## src/rtl/toggle_pkg.sv

```systemverilog
// Shared types and defaults for the toggle-encoded stream receiver.
package toggle_pkg;

  localparam int DATA_W_DEF = 8;
  localparam logic [DATA_W_DEF-1:0] SYNC_WORD_DEF = 8'h7E;

  typedef enum logic {
    HUNT = 1'b0,
    DATA = 1'b1
  } state_e;

endpackage

```

## src/rtl/toggle_bit_decoder.sv

```systemverilog
// Recovers one bit per strobe from a toggle-encoded line by XOR against the previous sample.
module toggle_bit_decoder (
  input  logic clk,
  input  logic reset_n,
  input  logic en,
  input  logic line_in,
  output logic dec_bit,
  output logic bit_valid
);

  logic line_prev_q;
  logic line_prev_d;

  always_comb begin
    line_prev_d = en ? line_in : line_prev_q;
    dec_bit     = line_in ^ line_prev_q;
    bit_valid   = en;
  end

  // NOTE: sequential state uses non-blocking assignments so every flop samples pre-edge values.
  always_ff @(posedge clk or negedge reset_n) begin
    if (!reset_n) line_prev_q <= 1'b0;
    else          line_prev_q <= line_prev_d;
  end

endmodule

```

## src/rtl/toggle_stream_decoder.sv

```systemverilog
// Sync-hunting deserialiser: aligns on SYNC_WORD, then emits MSB-first DATA_W-bit words.
module toggle_stream_decoder
  import toggle_pkg::*;
#(
  parameter int                CNT_W     = 8,
  parameter int                DATA_W    = DATA_W_DEF,
  parameter logic [DATA_W-1:0] SYNC_WORD = DATA_W'(SYNC_WORD_DEF)
) (
  input  logic              clk,
  input  logic              reset_n,
  input  logic              en,
  input  logic              line_in,
  input  logic              hunt,
  output logic [DATA_W-1:0] data_out,
  output logic              data_valid,
  output logic              synced,
  output logic [CNT_W-1:0]  word_count
);

  localparam int BC_W = (DATA_W > 2) ? $clog2(DATA_W) : 1;

  logic dec_bit;
  logic bit_valid;

  toggle_bit_decoder u_bit_decoder (
    .clk       (clk),
    .reset_n   (reset_n),
    .en        (en),
    .line_in   (line_in),
    .dec_bit   (dec_bit),
    .bit_valid (bit_valid)
  );

  state_e            state_q,      state_d;
  logic [DATA_W-1:0] sr_q,         sr_d;
  logic [BC_W-1:0]   bit_cnt_q,    bit_cnt_d;
  logic [DATA_W-1:0] data_out_q,   data_out_d;
  logic              data_valid_q, data_valid_d;
  logic              synced_q,     synced_d;
  logic [CNT_W-1:0]  word_count_q, word_count_d;
  logic [DATA_W-1:0] shifted;

  // NOTE: every signal driven here gets a default first, so no path leaves it unassigned (no latches).
  always_comb begin
    state_d      = state_q;
    sr_d         = sr_q;
    bit_cnt_d    = bit_cnt_q;
    data_out_d   = data_out_q;
    data_valid_d = 1'b0;
    word_count_d = word_count_q;
    shifted      = {sr_q[DATA_W-2:0], dec_bit};

    // hunt overrides any word completing on the same edge
    if (hunt) begin
      state_d   = HUNT;
      sr_d      = '0;
      bit_cnt_d = '0;
    end else if (bit_valid) begin
      sr_d = shifted;
      unique case (state_q)
        HUNT: begin
          if (shifted == SYNC_WORD) begin
            state_d      = DATA;
            bit_cnt_d    = '0;
            word_count_d = '0;
          end
        end
        DATA: begin
          if (bit_cnt_q == BC_W'(DATA_W - 1)) begin
            bit_cnt_d = '0;
            if (shifted == SYNC_WORD) begin
              word_count_d = '0;
            end else begin
              data_out_d   = shifted;
              data_valid_d = 1'b1;
              word_count_d = word_count_q + CNT_W'(1);
            end
          end else begin
            bit_cnt_d = bit_cnt_q + BC_W'(1);
          end
        end
        default: state_d = HUNT;
      endcase
    end

    synced_d = (state_d == DATA);
  end

  always_ff @(posedge clk or negedge reset_n) begin
    if (!reset_n) begin
      state_q      <= HUNT;
      sr_q         <= '0;
      bit_cnt_q    <= '0;
      data_out_q   <= '0;
      data_valid_q <= 1'b0;
      synced_q     <= 1'b0;
      word_count_q <= '0;
    end else begin
      state_q      <= state_d;
      sr_q         <= sr_d;
      bit_cnt_q    <= bit_cnt_d;
      data_out_q   <= data_out_d;
      data_valid_q <= data_valid_d;
      synced_q     <= synced_d;
      word_count_q <= word_count_d;
    end
  end

  assign data_out   = data_out_q;
  assign data_valid = data_valid_q;
  assign synced     = synced_q;
  assign word_count = word_count_q;

endmodule

```

## config.mk

```make
export PLATFORM = sky130hd
export DESIGN_NAME = toggle_stream_decoder
export DESIGN_NICKNAME = d
export VERILOG_FILES = /design/src/rtl/toggle_pkg.sv /design/src/rtl/toggle_bit_decoder.sv /design/src/rtl/toggle_stream_decoder.sv
export SDC_FILE = /design/constraint.sdc
export NUM_CORES = 1
export LEC_CHECK = 0
export CORE_MARGIN = 3
export CORE_UTILIZATION = 41
export CTS_BUF_LIST = sky130_fd_sc_hd__clkbuf_4 sky130_fd_sc_hd__clkbuf_8
export DETAILED_ROUTE_END_ITERATION = 8
export PLACE_DENSITY = 0.67
export SYNTH_ARGS = -nofsm -noshare
export SYNTH_HDL_FRONTEND = slang
export SYNTH_SLANG_ARGS = --single-unit
```

## constraint.sdc

```tcl
create_clock -name clk -period 1.49 [get_ports clk]
set_input_delay 0.149 -clock clk [delete_from_list [all_inputs] [get_ports clk]]
set_output_delay 0.149 -clock clk [all_outputs]
set_load 0.1 [all_outputs]
```

* Yosys cells after proc, flatten, opt, wreduce, memory -nomap -nowiden
Index checks and enable logic that the tools add are counted.
** Storage, ports and cells
- Flip-flop bits (word level) :: 29
- Input bits :: 5
- Output and inout bits :: 18
** Cells by class
- Eq/ne operators :: 5
- Mux-type cells :: 20
- Add/sub/neg operators :: 2
- Bitwise logic cells :: 4
- Reductions and logical operators :: 4
** Operators with widths (count)
- $mux 8 :: 3
- $pmux 8 s2 :: 1
- $mux 7 :: 2
- $mux 3 :: 4
- $mux 1 :: 9
- $add 8x1->8 const B :: 1
- $eq 8x7->1 const B :: 1
- $pmux 3 s2 :: 1
- $reduce_and 5->1 :: 1
- $reduce_and 4->1 :: 1
- $add 3x1->3 const B :: 1
- $eq 3x3->1 const B :: 1
- $ne 3x3->1 const B :: 1
- $not 1->1 :: 3
- $ne 2x1->1 const B :: 1
- $ne 2x2->1 const B :: 1
- $reduce_and 2->1 :: 1
- $reduce_bool 2->1 :: 1
- $xor 1x1->1 :: 1

* Logic depth before layout (Yosys ltp)
Gate-level depths: netlist (run 1).
- Depth after elaboration :: 7
- Depth in mapped cells :: 7

* Modules after synthesis
Synthesis (run 1) repeated with hierarchy kept, for this count alone.
** Second synthesis, totals
- Cell total of the unflattened synthesis :: 139
- Area, all modules :: 1422.6 sq um
** Modules (own cells, without submodules)
- toggle_stream_decoder :: cells an instance 135, seq. area each 700.7 sq um, area an instance 1366.3 sq um, instances 1
- toggle_bit_decoder :: cells an instance 4, seq. area each 25.0 sq um, area an instance 56.3 sq um, instances 1

* Least setup slack after synthesis (run 1)
No wires, ideal clock.
- Kind :: register to register
- Start :: register, netlist name synced
- End :: register word_count_q[5], in the netlist word_count[5]
- Buffers on the path :: 0
- Stages on the path, launching flop included :: 5
- Path slack :: -544 ps
- Period minus slack after synthesis :: 2034 ps
- Arrival time :: 1962 ps
- Cells stage by stage :: dfrtp_1 nand4b_4 a31o_4 or3_1 nand3_1
** RTL lines
- to (signal assigned) :: line toggle_stream_decoder.sv:105 : word_count_q <= word_count_d;
- to (decl) :: line toggle_stream_decoder.sv:40 : logic [CNT_W-1:0] word_count_q, word_count_d;

* Worst setup path after layout (run 1)
- Start :: register bit_cnt_q[0]
- End :: register word_count_q[5], in the netlist word_count[5]
** Between the ends
- Longest elaborated chain between the ends :: 3
** Ends and longest elaborated chain
- from (decl) :: line toggle_stream_decoder.sv:36 : logic [BC_W-1:0] bit_cnt_q, bit_cnt_d;
- from (signal assigned) :: line toggle_stream_decoder.sv:101 : bit_cnt_q <= bit_cnt_d;
- $eq 3x3->1 :: line toggle_stream_decoder.sv:69 : if (bit_cnt_q == BC_W'(DATA_W - 1)) begin
- $ne 2x1->1 (no line)
- $reduce_and 4->1 (no line)
No other way between the ends.
A chain may end at the register's enable or synchronous reset.

==> results.yml, run 1 <==
status:
  outcome: "finished, violations left"
  violations: "setup timing"
synth:
  syn-num-nets: 138
  synth.distinct_cells: 33
  synth.top_cell.area_share_pct: 52.7
  ys_seq_area_share_pct: 52.7
  ys_async_sr_fraction_pct: 100
  ys_ff_latch: 29
  yosysWarnings: 0
  synth_edf_count: 0
  ys.flop_type: "dfrtp_1"
  postSynthAreaPerCell_um2: 10.6
  synth_area_leaders: "dfrtp_1 (53%), nand2_1 (5.7%), nand3_1 (5.4%)"
  synth_common_cells: "dfrtp_1 (29), nand2_1 (21), nand3_1 (15)"
  synth_area_mm2: 0.00138
  synth.most_common_cell: "dfrtp_1"
  postSynthCellCount: 130
  synth_top_area_cell: "dfrtp_1"
placement:
  gp_congestion: 0.774
  dp_hpwl_mm: 2.39
  preCtsSetupSlack_ps: -214
  io_buffer_count: 22
  dp.cells: 210
clock_tree:
  cts-htree-levels: 2
  cts_buffers: 5
  cts_hold_buf: 0
  clock_sinks: 29
  cts_root_buf: "clkbuf_4"
  cts_tree: "done"
  cts_buffer_depth: 2
  clk_latency_ps: 340
  clk_pin_slew_ps: 100
timing:
  holdWs_ps: 181
  rsz0062_at_grt: "yes"
  finalHoldViolations: 0
  worst_pin_slew_ps: 372
  finalWorstSetupSlack_ps: -39.3
  max_slew_margin_pct: 75.2
  fin_crit_ps: 1530
  finalMaxSlewViolations: 0
  finalSetupViolCount: 7
  max_freq_ghz: 0.654
  finalClockSkew_ps: 3.15
  fin_crit_sh_pct: 103
die:
  fp.dieW_um: 64.0
  coreArea_mm2: 0.00313
  die_y_um: 64.0
  io-pin-count: 23
  rows: 20
  die-area_mm2: 0.00409
  initial_core_util_pct: 44.0
global_route:
  antenna_found_initial: 0
  grtUsageTotal_pct: 18.3
  grt_pass1_vias: 1167
  grt_max_degree: 30
  grt_overflow: 0
  grt_pass1_wl_mm: 5.62
power:
  pwr-share-seq_pct: 50.3
  clkPwrFrac_pct: 43.4
  switching_share_pct: 22.0
  p_sw_mw: 0.351
  leakage_nw: 0.994
  p_per_area_mw_per_mm2: 744
  ir_worst_vdd_uv: 642
  pwr-share-comb_pct: 6.3
  internal_power_mw: 1.24
  total_power_mw: 1.59
critical_path:
  crit_chain: "ha_2, ha_4, nand4b_4, a31o_4, or3_1, nand3_1"
  crit_cells: 6
  reg2reg_depth: 6
  cp_max_fo: 7
  critical_path_class: "reg2reg"
  crit_buf_inv: 0
  cp-end-kind: "flip-flop"
  cp_slowest_cell: "dfrtp_1"
  cp_slowest_stage_delay_ps: 370
  crit_family: "simple AND/OR/NAND/NOR gates"
  cp.required_ps: 1760
  cp-start-kind: "flip-flop"
  crit_arrival_ps: 1800
finish:
  area_growth_pct: 55.3
  antennaDiodeCount: 0
  fillers: 248
  postLayoutCoreUtil_pct: 68.4
  drive_gt1_share_pct: 41.5
  layout.nets: 183
  fin_cells: 220
drt:
  drt-wirelength-per-cell_um: 14.7
  vias: 1183
  drt_iter0_drc: 104
  drt-total-wl_mm: 3.23
  drcViolationCount: 0
  vias_per_cell: 5.38
  dr.pass1.iters: 4
  ant_nets: 0
job:
  max_cap_viol_count: 0
min_path:
  hold_path.class: "in2async"
==> flip-flops by register name (all words and copies together), names as in the netlist <==
register	cells
data_out	8
word_count	8
sr_q	7
bit_cnt_q	3
data_valid	1
synced	1
u_bit_decoder.line_prev_q	1
==> final cells by class <==
cell class,count,area [um2],area share (%)
Tap cell,44,55.1,2.57
Clock buffer,6,51.3,2.40
Multi-Input combinational cell,93,674,31.5
Timing Repair Buffer,43,562,26.3
Clock inverter,2,37.5,1.75
Inverter,3,13.8,0.643
Sequential cell,29,746,34.9
==> logic make-up after synthesis <==
family / share of synthesized area, %
simple gates: 24.3
compound gates: 9.08
xor+xnor: 1.18
fa+ha+maj: 2.73
buf+inv: 3.09
flops: 52.7
mux: 6.99
==> placed cells by master (no fill, tap or decap), drive strengths merged <==
cell type      synthesis  layout
o22a                   1       1
nand3                 16      16
o21ai                  5       5
dfrtp                 29      29
buf                    3      39
and3                   5       5
inv                    3       3
nand2                 21      21
ha                     3       3
clkbuf                 2       6
and4b                  1       1
mux2                   2       2
a21oi                  4       4
a32oi                  1       1
nand4b                 1       1
clkdlybuf4s50          0       4
nand3b                 1       1
nand4                  5       5
mux2i                  7       7
a41oi                  1       1
a31o                   1       1
xnor2                  1       1
or3                    3       3
nor2                   9       9
nor3b                  1       1
bufinv                 0       1
clkinvlp               0       1
o311ai                 1       1
a211oi                 1       1
a31oi                  2       2
==> metal layers <==
| metal | track usage (%) | share of wire, % |
|---|---|---|
| met2 | 29.0 | 52 |
| met5 | 0 | 0 |
| met1 | 22.7 | 42 |
| met3 | 5.80 | 4.4 |
| met4 | 7.82 | 1.6 |
==> per-stage QoR <==
| stage | instance area (um2) | setup TNS, ps |
|---|---|---|
| 2_1_floorplan | 1450 | -239 |
| 5_1_grt | 2140 | -1120 |
| 6_report | 2140 | -151 |
| 3_3_place_gp | 2010 | -975 |
| 4_1_cts | 2110 | -160 |
| 3_5_place_dp | 2010 | -1900 |
==> power groups by stage <==
stage | registers (mW) | logic [mW] | clock network, mW
final | 0.801 | 0.0998 | 0.690
after CTS | 0.799 | 0.0967 | 0.710
after floorplan | 0.815 | 0.0409 | 0
after detailed placement | 0.815 | 0.0964 | 0
after global placement | 0.814 | 0.0929 | 0
after global routing | 0.802 | 0.111 | 0.760
==> worst paths after layout <==
kind	startpoint	to	slack (ps)
max	bit_cnt_q[0]	word_count[5]	-40
min	reset_n	data_out[7]	180
max reg2reg	bit_cnt_q[0]	word_count[5]	-40
min reg2reg	sr_q[3]	data_out[4]	540
max in group asynchronous	reset_n	synced	990
min in group clk	sr_q[3]	data_out[4]	540
==> worst register-to-register path, delay by kind of cell, from the launching register on <==
kind | cells | cell delay (ps)
flip-flops | 1 | 370
AO/OA/AOI/OAI | 1 | 260
AND/OR/NAND/NOR | 3 | 490
adder cells (fa/ha/maj) | 2 | 350
==> timing repair <==
item                                    CTS  global route
resized for setup                         2             2
setup buffers                             1             1
endpoints found under the setup margin    8            17
hold endpoints to repair                  0             0
(Power assumes the default switching activity.)
==> inputs of run 2 (changes only) <==
- CTS_CLUSTER_DIAMETER: unset -> 40
==> results of run 2 <==
No change in the layout: final DEF, timing and power equal those of run 1.
==> inputs of run 3 (changes only) <==
- CTS_BUF_LIST: sky130_fd_sc_hd__clkbuf_4 sky130_fd_sc_hd__clkbuf_8 -> sky130_fd_sc_hd__clkbuf_16
==> results.yml, run 3 (synthesis gave the netlist of run 1 again) <==
min_path:
  hold_path.class: "in2async"
critical_path:
  cp.required_ps: 1650
  reg2reg_depth: 6
  cp_max_fo: 8
  critical_path_class: "reg2reg"
  crit_arrival_ps: 1680
  cp-start-kind: "flip-flop"
  cp-end-kind: "flip-flop"
finish:
  final_cell_mix: "dfrtp_1 (21), nand2_1 (20), buf_4 (20), buf_12 (18), nand3_1 (14)"
  antennaDiodeCount: 0
  area_growth_pct: 60.4
  drive_gt1_share_pct: 40.3
  final_common_cell: "dfrtp_1"
  layout.nets: 183
power:
  pwr-share-comb_pct: 4.9
  pwr-share-seq_pct: 39.6
  leakage_nw: 1.03
  switching_share_pct: 19.8
  clkPwrFrac_pct: 55.4
  p_per_area_mw_per_mm2: 917
  p_sw_mw: 0.401
  total_power_mw: 2.03
  internal_power_mw: 1.62
  ir_worst_vdd_uv: 938
die:
  io-pin-count: 23
  rows: 20
  die_y_um: 64.0
  coreArea_mm2: 0.00313
  fp.dieW_um: 64.0
  die-area_mm2: 0.00409
  initial_core_util_pct: 44.0
clock_tree:
  cts_root_buf: "clkbuf_16"
  clk_latency_ps: 270
  cts-htree-levels: 2
  cts_buffers: 5
  clk_pin_slew_ps: 50
  cts_tree: "done"
  cts_buffer_depth: 2
  clock_sinks: 29
global_route:
  grt_pass1_vias: 1200
  grtUsageMet2_pct: 30.8
  grt_pass1_wl_mm: 5.82
  use_met3_pct: 5.98
  antenna_found_initial: 0
  grt_most_used_layer: "met2"
  grt_max_degree: 30
  grtUsageTotal_pct: 18.9
  grt_overflow: 0
  met1_usage_pct: 22.8
timing:
  fin_crit_ps: 1530
  rsz0062_at_grt: "yes"
  max_slew_margin_pct: 75.2
  finalClockSkew_ps: 3.03
  finalSetupViolCount: 8
  finalMaxSlewViolations: 0
  fin_crit_sh_pct: 102
  finalHoldViolations: 0
  worst_pin_slew_ps: 373
  holdWs_ps: 256
  max_freq_ghz: 0.655
  finalWorstSetupSlack_ps: -37.2
drt:
  drcViolationCount: 0
  drt-wirelength-per-cell_um: 15.6
  vias_per_cell: 5.60
  ant_nets: 0
  dr.pass1.iters: 4
  vias: 1231
  drt_iter0_drc: 62
  drt-total-wl_mm: 3.44
placement:
  dp_hpwl_mm: 2.39
  gp_congestion: 0.774
  io_buffer_count: 22
status:
  outcome: "finished, violations left"
  violations: "setup timing"
job:
  max_cap_viol_count: 0
==> run 3: critical path, cell delays in order, from the launching register on <==
cell,delay (ps)
dfrtp_1,390
ha_2,200
ha_4,170
nand4b_4,100
buf_4,170
nand2_2,80
mux2_4,300
==> run 3: area by class of cell <==
| type | instances | area (um2) |
|---|---|---|
| Fill cell | 240 | 918 |
| Sequential cell | 29 | 746 |
| Multi-Input combinational cell | 93 | 667 |
| Timing Repair Buffer | 43 | 562 |
| Clock buffer | 5 | 125 |
| Tap cell | 44 | 55.1 |
| Clock inverter | 3 | 41.3 |
| Inverter | 3 | 13.8 |
==> run 3: repair_timing <==
action	4_1_cts	5_1_grt
endpoints found under the setup margin	8	18
hold buffers	0	0
endpoints found under the hold margin	0	0
setup buffers	1	1
gates resized for setup	2	1
==> run 3: power by group through the flow <==
| stage | registers [mW] | logic (mW) | clock network [mW] |
|---|---|---|---|
| finish | 0.803 | 0.100 | 1.12 |
| global placement | 0.814 | 0.0929 | 0 |
| global route | 0.803 | 0.111 | 1.20 |
| detailed placement | 0.815 | 0.0964 | 0 |
| CTS | 0.801 | 0.0966 | 1.15 |
| floorplan | 0.815 | 0.0409 | 0 |
==> run 3: final timing paths <==
path,slack [ps],startpoint,end
max reg2reg,-40,bit_cnt_q[0],word_count[1]
max in group asynchronous,910,reset_n,synced
max,-40,bit_cnt_q[0],word_count[1]
min reg2reg,530,sr_q[3],data_out[4]
min,260,reset_n,data_out[7]
min in group clk,530,sr_q[3],data_out[4]
==> run 3: per-stage QoR <==
stage / TNS (ps) / setup WS, ps / util, % / instances / cell area [um2]
final: -198 / -37.2 / 70.6 / 220 / 2210
after global placement: -975 / -107 / 64.3 / 210 / 2010
after global routing: -1290 / -118 / 70.6 / 220 / 2210
after detailed placement: -1900 / -214 / 64.3 / 210 / 2010
after CTS: -112 / -23.7 / 70.0 / 219 / 2190
after floorplan: -239 / -63.8 / - / 130 / 1450
==> run 3: layer usage <==
metal	share of wire (%)	up-vias
met4	1.3	0
met1	41	619
met2	53	40
met5	0	-
met3	4.9	8
li1	-	564
